$ cat src/rtl/vidac_scan.sv
// vidac_scan: display-side reader for the VIDAC video buffer.
// Scans a 320x200 8bpp image, doubled 2x2, into a 640x480@60 raster with
// top/bottom borders. One memory read per clock; all outputs are aligned
// three clocks after the internal counter state that produced them.
//
// Ports:
//   clock  - pixel clock (25 MHz)
//   reset  - asynchronous, active-high
//   base   - video-memory start offset, sampled at frame start (hc=0, vc=0)
//   a      - video-memory read address (byte offset in the A0000h window)
//   i      - read data, valid the clock after a is presented
//   pixel  - pixel index to the palette/DAC
//   de     - display enable (visible area)
//   hs, vs - horizontal / vertical sync, active low
//   frame  - one-clock pulse at the start of each frame
module vidac_scan #(
    parameter int          H_VIS   = 640,
    parameter int          H_FP    = 16,
    parameter int          H_SYNC  = 96,
    parameter int          H_BP    = 48,
    parameter int          V_VIS   = 480,
    parameter int          V_FP    = 10,
    parameter int          V_SYNC  = 2,
    parameter int          V_BP    = 33,
    parameter int          IMG_TOP = 40,
    parameter int          IMG_W   = 320,
    parameter int          IMG_H   = 200,
    parameter logic [7:0]  BORDER  = 8'h00
) (
    input  logic        clock,
    input  logic        reset,
    input  logic [16:0] base,
    output logic [16:0] a,
    input  logic [7:0]  i,
    output logic [7:0]  pixel,
    output logic        de,
    output logic        hs,
    output logic        vs,
    output logic        frame
);

    localparam int          H_TOT   = H_VIS + H_FP + H_SYNC + H_BP;
    localparam int          V_TOT   = V_VIS + V_FP + V_SYNC + V_BP;
    localparam logic [9:0]  H_LAST  = 10'(H_TOT - 1);
    localparam logic [9:0]  V_LAST  = 10'(V_TOT - 1);
    localparam logic [9:0]  H_VIS_C = 10'(H_VIS);
    localparam logic [9:0]  V_VIS_C = 10'(V_VIS);
    localparam logic [9:0]  HS_ON   = 10'(H_VIS + H_FP);
    localparam logic [9:0]  HS_OFF  = 10'(H_VIS + H_FP + H_SYNC);
    localparam logic [9:0]  VS_ON   = 10'(V_VIS + V_FP);
    localparam logic [9:0]  VS_OFF  = 10'(V_VIS + V_FP + V_SYNC);
    localparam logic [9:0]  IMG_Y0  = 10'(IMG_TOP);
    localparam logic [9:0]  IMG_Y1  = 10'(IMG_TOP + 2 * IMG_H);
    localparam logic [16:0] IMG_W_C = 17'(IMG_W);

    logic [9:0]  r_hc;
    logic [9:0]  r_vc;
    // Row accumulator: holds the frame's latched base until the first row
    // step, so it also serves as the per-frame base register.
    logic [16:0] r_rowacc;
    logic [16:0] r_a;
    logic [7:0]  r_pixel;
    // Alignment pipelines: bit 0 = t+1, bit 1 = t+2, bit 2 = t+3 (output).
    logic [2:0]  r_de_p;
    logic [2:0]  r_hs_p;
    logic [2:0]  r_vs_p;
    logic [2:0]  r_frm_p;
    logic [2:0]  r_img_p;

    logic        w_hc_last;
    logic        w_vc_last;
    logic        w_img_line;
    logic        w_in_img;
    logic        w_odd_row;
    logic        w_de;
    logic        w_hs;
    logic        w_vs;
    logic        w_frame;
    logic [16:0] w_sx;
    logic [7:0]  w_pixel_nxt;

    assign w_hc_last  = (r_hc == H_LAST);
    assign w_vc_last  = (r_vc == V_LAST);
    assign w_img_line = (r_vc >= IMG_Y0) && (r_vc < IMG_Y1);
    assign w_in_img   = w_img_line && (r_hc < H_VIS_C);
    // Parity of (vc - IMG_TOP) without a subtractor.
    assign w_odd_row  = r_vc[0] ^ IMG_Y0[0];
    assign w_sx       = {8'd0, r_hc[9:1]};
    assign w_de       = (r_hc < H_VIS_C) && (r_vc < V_VIS_C);
    assign w_hs       = !((r_hc >= HS_ON) && (r_hc < HS_OFF));
    assign w_vs       = !((r_vc >= VS_ON) && (r_vc < VS_OFF));
    assign w_frame    = (r_hc == 10'd0) && (r_vc == 10'd0);

    // Horizontal and vertical raster counters.
    always_ff @(posedge clock or posedge reset) begin
        if (reset) begin
            r_hc <= 10'd0;
            r_vc <= 10'd0;
        end else if (w_hc_last) begin
            r_hc <= 10'd0;
            r_vc <= w_vc_last ? 10'd0 : (r_vc + 10'd1);
        end else begin
            r_hc <= r_hc + 10'd1;
        end
    end

    // Row accumulator: load base at frame start, step one source row after
    // every second image line (replaces sy*IMG_W).
    always_ff @(posedge clock or posedge reset) begin
        if (reset) begin
            r_rowacc <= 17'd0;
        end else if (w_frame) begin
            r_rowacc <= base;
        end else if (w_hc_last && w_img_line && w_odd_row) begin
            r_rowacc <= r_rowacc + IMG_W_C;
        end else begin
            r_rowacc <= r_rowacc;
        end
    end

    // Read address: each source byte is read on two consecutive clocks;
    // outside the image the last address is held.
    always_ff @(posedge clock or posedge reset) begin
        if (reset) begin
            r_a <= 17'd0;
        end else if (w_in_img) begin
            r_a <= r_rowacc + w_sx;
        end else begin
            r_a <= r_a;
        end
    end

    // Timing/flag delay lines matching the address-to-data latency.
    always_ff @(posedge clock or posedge reset) begin
        if (reset) begin
            r_de_p  <= 3'b000;
            r_hs_p  <= 3'b111;
            r_vs_p  <= 3'b111;
            r_frm_p <= 3'b000;
            r_img_p <= 3'b000;
        end else begin
            r_de_p  <= {r_de_p[1:0],  w_de};
            r_hs_p  <= {r_hs_p[1:0],  w_hs};
            r_vs_p  <= {r_vs_p[1:0],  w_vs};
            r_frm_p <= {r_frm_p[1:0], w_frame};
            r_img_p <= {r_img_p[1:0], w_in_img};
        end
    end

    // Pixel select at t+2, when i belongs to the same counter state.
    always_comb begin
        w_pixel_nxt = 8'h00;
        if (r_de_p[1]) begin
            if (r_img_p[1]) begin
                w_pixel_nxt = i;
            end else begin
                w_pixel_nxt = BORDER;
            end
        end else begin
            w_pixel_nxt = 8'h00;
        end
    end

    // Output pixel register.
    always_ff @(posedge clock or posedge reset) begin
        if (reset) begin
            r_pixel <= 8'h00;
        end else begin
            r_pixel <= w_pixel_nxt;
        end
    end

    assign a     = r_a;
    assign pixel = r_pixel;
    assign de    = r_de_p[2];
    assign hs    = r_hs_p[2];
    assign vs    = r_vs_p[2];
    assign frame = r_frm_p[2];

endmodule

$ cat config.mk
export PLATFORM = sky130hd
export DESIGN_NAME = vidac_scan
export DESIGN_NICKNAME = d
export VERILOG_FILES = /design/src/rtl/vidac_scan.sv
export SDC_FILE = /design/constraint.sdc
export NUM_CORES = 1
export LEC_CHECK = 0
export CAP_MARGIN = 5
export CORE_MARGIN = 10
export CORE_UTILIZATION = 35
export CTS_BUF_LIST = sky130_fd_sc_hd__clkbuf_4 sky130_fd_sc_hd__clkbuf_8
export CTS_CLUSTER_SIZE = 25
export DETAILED_ROUTE_END_ITERATION = 6
export SLEW_MARGIN = 20
export SYNTH_ARGS = -nofsm -noshare
export SYNTH_HDL_FRONTEND = slang
export SYNTH_SLANG_ARGS = --single-unit
$ cat constraint.sdc
create_clock -name clock -period 4.3 [get_ports clock]
set_clock_uncertainty 0.2 [all_clocks]
set_input_delay 0.43 -clock clock [delete_from_list [all_inputs] [get_ports clock]]
set_output_delay 0.43 -clock clock [all_outputs]
set_load 0.05 [all_outputs]
# Word level (Yosys, flattened, before mapping)

Cells that the tools add are included.

Flip-flop bits (word level): 76
Input bits: 27
Output and inout port bits: 29
Word-level logic and storage cells: 43

Add/subtract/negate cells: 4
$lt $le $gt $ge: 8
Eq/ne operators: 2
Multiplexer cells: 6
Reductions and logical operators: 13

Operators by type and width:

| operator                                                                              | number |
|---|---|
| 17-bit two-way mux                                                                    | 2 |
| 10-bit by 9-bit less-than comparator with 1-bit output (second input constant)        | 3 |
| 10-bit by 1-bit adder with 10-bit output (second input constant)                      | 2 |
| 10-bit == test (second input constant)                                                | 2 |
| 10-bit logical NOT                                                                    | 2 |
| 10-bit less-than comparator (second input constant)                                   | 2 |
| 10-bit two-way mux                                                                    | 2 |
| 17-bit by 9-bit adder with 17-bit output                                              | 1 |
| 17-bit by 9-bit adder with 17-bit output (second input constant)                      | 1 |
| 8-bit two-way mux                                                                     | 2 |
| 10-bit greater-or-equal comparator (second input constant)                            | 1 |
| 10-bit by 6-bit greater-or-equal comparator with 1-bit output (second input constant) | 1 |
| 10-bit by 9-bit greater-or-equal comparator with 1-bit output (second input constant) | 1 |
| 1-bit logical AND                                                                     | 8 |
| 1-bit logical NOT                                                                     | 2 |
| 2-bit nonzero test                                                                    | 1 |

# Depth between registers and ports, before layout

Depth in word-level cells: 6
Gate-level depth with buffers: 8
Mapped depth without buffers: 8

# Worst setup path before layout

OpenSTA, ideal clock, no wires.

Path type: reg2reg
Start point: register r_hc[1]
End point: register r_a[8], in the netlist a[8]
Setup time: 0.133 ns
Data arrival time: 1.946 ns
Data required time: 3.967 ns
Slack: 2.021 ns
Cell stages (with the launch flop): 9
Buffers on the path: 0
Period minus slack after synthesis: 2.279 ns
Cell sequence: dfrtp_1 > ha_1 > fa_1 > a21oi_1 > nor2_1 > or2_2 > a31oi_1 > xor2_1 > o21ai_0

Cells in the longest elaborated chain, start to end: 2
Elaborated cells on any way between the ends: 3
Classes of those cells: 1 x add/sub; 1 x order compare; 1 x reduce/logical

Ends and longest elaborated chain:

| what                                                                                             | RTL line | text |
|---|---|---|
| start: declaration                                                                               | 56       | `logic [9:0] r_hc;` |
| start signal: assignment                                                                         | 103      | `r_hc <= r_hc + 10'd1;` |
| parallel branches: the longest is 2 deep, another holds 17-bit by 9-bit adder with 17-bit output | -        |  |
| end signal: assignment                                                                           | 127      | `r_a <= r_rowacc + w_sx;` |
| end signal: assignment                                                                           | 129      | `r_a <= r_a;` |
| end: declaration                                                                                 | 61       | `logic [16:0] r_a;` |

Parallel ways; which one is timed is not known.
A chain may end at the register's enable or synchronous reset.

# Worst setup path in the final report

Start point: register r_vc[6]
End point: register r_rowacc[5]

Cells in the longest elaborated chain, start to end: 5
Elaborated cells on any way between the ends: 9
Classes of those cells: 2 x order compare; 1 x mux; 6 x reduce/logical

Ends and longest elaborated chain:

| what                                                                                                                                           | RTL line | text |
|---|---|---|
| start: declaration                                                                                                                             | 57       | `logic [9:0] r_vc;` |
| start signal: assignment                                                                                                                       | 101      | `r_vc <= w_vc_last ? 10'd0 : (r_vc + 10'd1);` |
| 10-bit by 6-bit greater-or-equal comparator with 1-bit output / 10-bit by 9-bit less-than comparator with 1-bit output (equally long branches) | 84       | `assign w_img_line = (r_vc >= IMG_Y0) && (r_vc < IMG_Y1);` |
| 1-bit logical AND                                                                                                                              | 84       |  |
| 1-bit logical AND (2 in series)                                                                                                                | 114      | `end else if (w_hc_last && w_img_line && w_odd_row) begin` |
| 2-bit nonzero test (no source line)                                                                                                            | -        |  |
| end signal: assignment                                                                                                                         | 113      | `r_rowacc <= base;` |
| end signal: assignment                                                                                                                         | 115      | `r_rowacc <= r_rowacc + IMG_W_C;` |
| end signal: assignment                                                                                                                         | 117      | `r_rowacc <= r_rowacc;` |
| end: declaration                                                                                                                               | 60       | `logic [16:0] r_rowacc;` |

Several ways; a longest one is shown, not always the timed one.

==> flow_metrics.env <==
export IMPL_max_stage_delay_ns=0.48
export IMPL_num_vias=2653
export IMPL_maxSlewHeadroom_pct=64.3
export IMPL_syn_to_final_growth_pct=24.2
export IMPL_finalSetupViolCount=0
export IMPL_post_route_util_pct=44.3
export IMPL_dp_cells=537
export IMPL_status="complete, no violations"
export IMPL_clk_path_buf_depth=2
export IMPL_postCtsHoldBufs=0
export IMPL_yosysTopAreaCellShare_pct=48.0
export IMPL_nets=454
export IMPL_cts_tree="built"
export IMPL_post_dp_hpwl_mm=5.87
export IMPL_grt_pass1_vias=2587
export IMPL_finalNonFillerCells=553
export IMPL_ant_nets=0
export IMPL_ys_seq_elements=76
export IMPL_place_ws_ns=1.80
export IMPL_cts_resized=0
export IMPL_totalNegativeSetupSlack_ns=0
export IMPL_overflow=0
export IMPL_drt_iter0_markers=122
export IMPL_yosysTopAreaCell="dfrtp_1"
export IMPL_vias_per_cell=4.80
export IMPL_cts_buffers=9
export IMPL_crit_slowest_cell="nor4_4"
export IMPL_place_gp_congestion=0.844
export IMPL_synth_ff_type="dfrtp_1"
export IMPL_rsz0062_at_grt="no"
export IMPL_cts_sinks=76
export IMPL_max_cap_viol_count=0
export IMPL_finalWirelength_mm=7.78
export IMPL_avgRoutedWirePerCell_um=14.1
export IMPL_core_area_um2=10200
export IMPL_fin_ws_ns=1.78
export IMPL_synthArstFlopShare_pct=100
export IMPL_layout_common_cells="dfrtp_1 (70), clkdlybuf4s50_1 (55), nand2_1 (49)"
export IMPL_fp_row_count=37
export IMPL_dpl_instance_area_um2=4340
export IMPL_min_period_over_period_pct=58.5
export IMPL_firstDrtPassIters=4
export IMPL_ir_drop_mv=0.155
export IMPL_ys_warn_count=0
export IMPL_path_cells="nor3_2 > and3_1 > nand4_1 > nor4_4 > buf_4 > mux2_2"
export IMPL_holdCritPathClass="register to register"
export IMPL_crit_arrival_ns=2.56
export IMPL_layout_commonest_cell="dfrtp_1"
export IMPL_post_cts_buffers=0
export IMPL_finalPower_mw=1.35
export IMPL_synth_area_leaders="dfrtp_1 (48%), xnor2_1 (5.8%), nand2_1 (5.0%), ha_1 (4.8%), o21ai_0 (4.8%)"
export IMPL_cts_reportedPaths_clkPinSlew_ns=0.10
export IMPL_p_leak_nw=1.91
export IMPL_fill_cells=955
export IMPL_antenna_cells=0
export IMPL_cp_required_ns=4.34
export IMPL_crit_type="register to register"
export IMPL_initial_utilization_pct=35.7
export IMPL_ios=56
export IMPL_avgSynthCellArea_um2=10.3
export IMPL_fmax_mhz=398
export IMPL_path_max_fanout=23
export IMPL_netlist_instances=355
export IMPL_layout_drive_gt1_share_pct=10.3
export IMPL_cts_root_buf="clkbuf_8"
export IMPL_clkLatencyLatePin_ns=0.36
export IMPL_whs_ns=0.153
export IMPL_grt_pass1_wl_mm=13.3
export IMPL_path_buf_inv=1
export IMPL_dieArea_um2=14900
export IMPL_grt_max_degree=34
export IMPL_start_kind="register"
export IMPL_die_width_um=122
export IMPL_multiInputGateArea_um2=1650
export IMPL_crit_family="simple AND/OR/NAND/NOR gates"
export IMPL_htreeDepth=3
export IMPL_antenna_found_initial=0
export IMPL_grt_use_total_pct=11.0
export IMPL_synth_edf_count=0
export IMPL_die_h_um=122
export IMPL_synth_distinct_cells=46
export IMPL_tightest_slew_ns=0.536
export IMPL_synth_area_um2=3650
export IMPL_cp_end_kind="register"
export IMPL_portBuffers=55
export IMPL_yosysSeqAreaShare_pct=52.3
export IMPL_slew_viol_final=0
export IMPL_final_seq_area_um2=1910
export IMPL_finalInstanceArea_um2=4540
export IMPL_drc=0
export IMPL_finalHoldViolCount=0
export IMPL_fin_crit_ns=2.52
export IMPL_power_density_nw_per_um2=298
export IMPL_synth_net_count=397
==> layout make-up <==
class	count	area share, %
clock inverters	7	1.63
flip-flops and latches	76	42.1
inverters	9	0.745
multi-input cells	257	36.3
repair buffers	59	12.8
clock buffers	9	2.73
well taps	136	3.75
==> cells in the mapped netlist, types with 2 or more instances <==
master,instances
clkbuf_2,2
nand3_1,11
o21ai_1,3
xnor2_1,24
nand2b_1,3
nor3_1,9
inv_1,9
nor3_2,2
clkbuf_1,7
nor2b_1,6
a31oi_1,2
dfstp_2,6
a21oi_1,19
nor2_1,15
o21ai_0,35
and3_1,14
xor2_1,12
nand2_1,49
ha_1,14
nand4_1,5
o31ai_1,2
and4_1,2
mux2_2,9
nor4_1,3
dfrtp_1,70
or2_2,2
==> logic make-up (layout without fill, tap and decap cells) <==
| logic type | count (synthesis) | count (layout) | share of synthesized area [%] |
|---|---|---|---|
| AO/OA/AOI/OAI | 67 | 67 | 9.80 |
| XOR/XNOR | 36 | 36 | 8.63 |
| adder cells (fa/ha/maj) | 15 | 15 | 5.34 |
| buffers and inverters | 22 | 84 | 2.67 |
| flip-flops | 76 | 76 | 52.3 |
| multiplexers | 10 | 10 | 3.05 |
| AND/OR/NAND/NOR | 129 | 129 | 18.2 |
==> power by group <==
| group | total (mW) | switching [mW] | internal, mW |
|---|---|---|---|
| clock network | 0.540 | 0.309 | 0.231 |
| registers | 0.733 | 0.0109 | 0.722 |
| logic | 0.0781 | 0.0367 | 0.0414 |
| total | 1.35 | 0.357 | 0.994 |
==> state kept, by name, summed over array words and instances, names as in the netlist <==
signal    count
r_rowacc     17
r_frm_p       3
r_img_p       2
r_de_p        3
a            17
r_hs_p        3
r_hc         10
pixel         8
r_vc         10
r_vs_p        3
==> final timing paths <==
check | from | end | slack, ns | depth (start not counted)
max | r_vc[6]$_DFFE_PP0N_ | r_rowacc[5]$_DFFE_PP0P_ | 1.78 | 6
min | r_hs_p[1]$_DFF_PP1_ | r_hs_p[2]$_DFF_PP1_ | 0.15 | 0
max reg2reg | r_vc[6]$_DFFE_PP0N_ | r_rowacc[5]$_DFFE_PP0P_ | 1.78 | 6
min reg2reg | r_hs_p[1]$_DFF_PP1_ | r_hs_p[2]$_DFF_PP1_ | 0.15 | 0
max in group asynchronous | reset | a[13]$_DFFE_PP0P_ | 2.94 | 3
min in group asynchronous | reset | r_vc[9]$_DFFE_PP0N_ | 0.17 | 2
==> layer usage <==
metal | wire (um) | global-route usage, % | up-vias
li1 | - | - | 1338
met1 | 3550 | 14.5 | 1260
met2 | 3740 | 17.4 | 47
met3 | 402 | 2.82 | 8
met4 | 87 | 3.09 | 0
met5 | 0 | 0 | -
No activity file was read; power rests on OpenSTA's default activity.
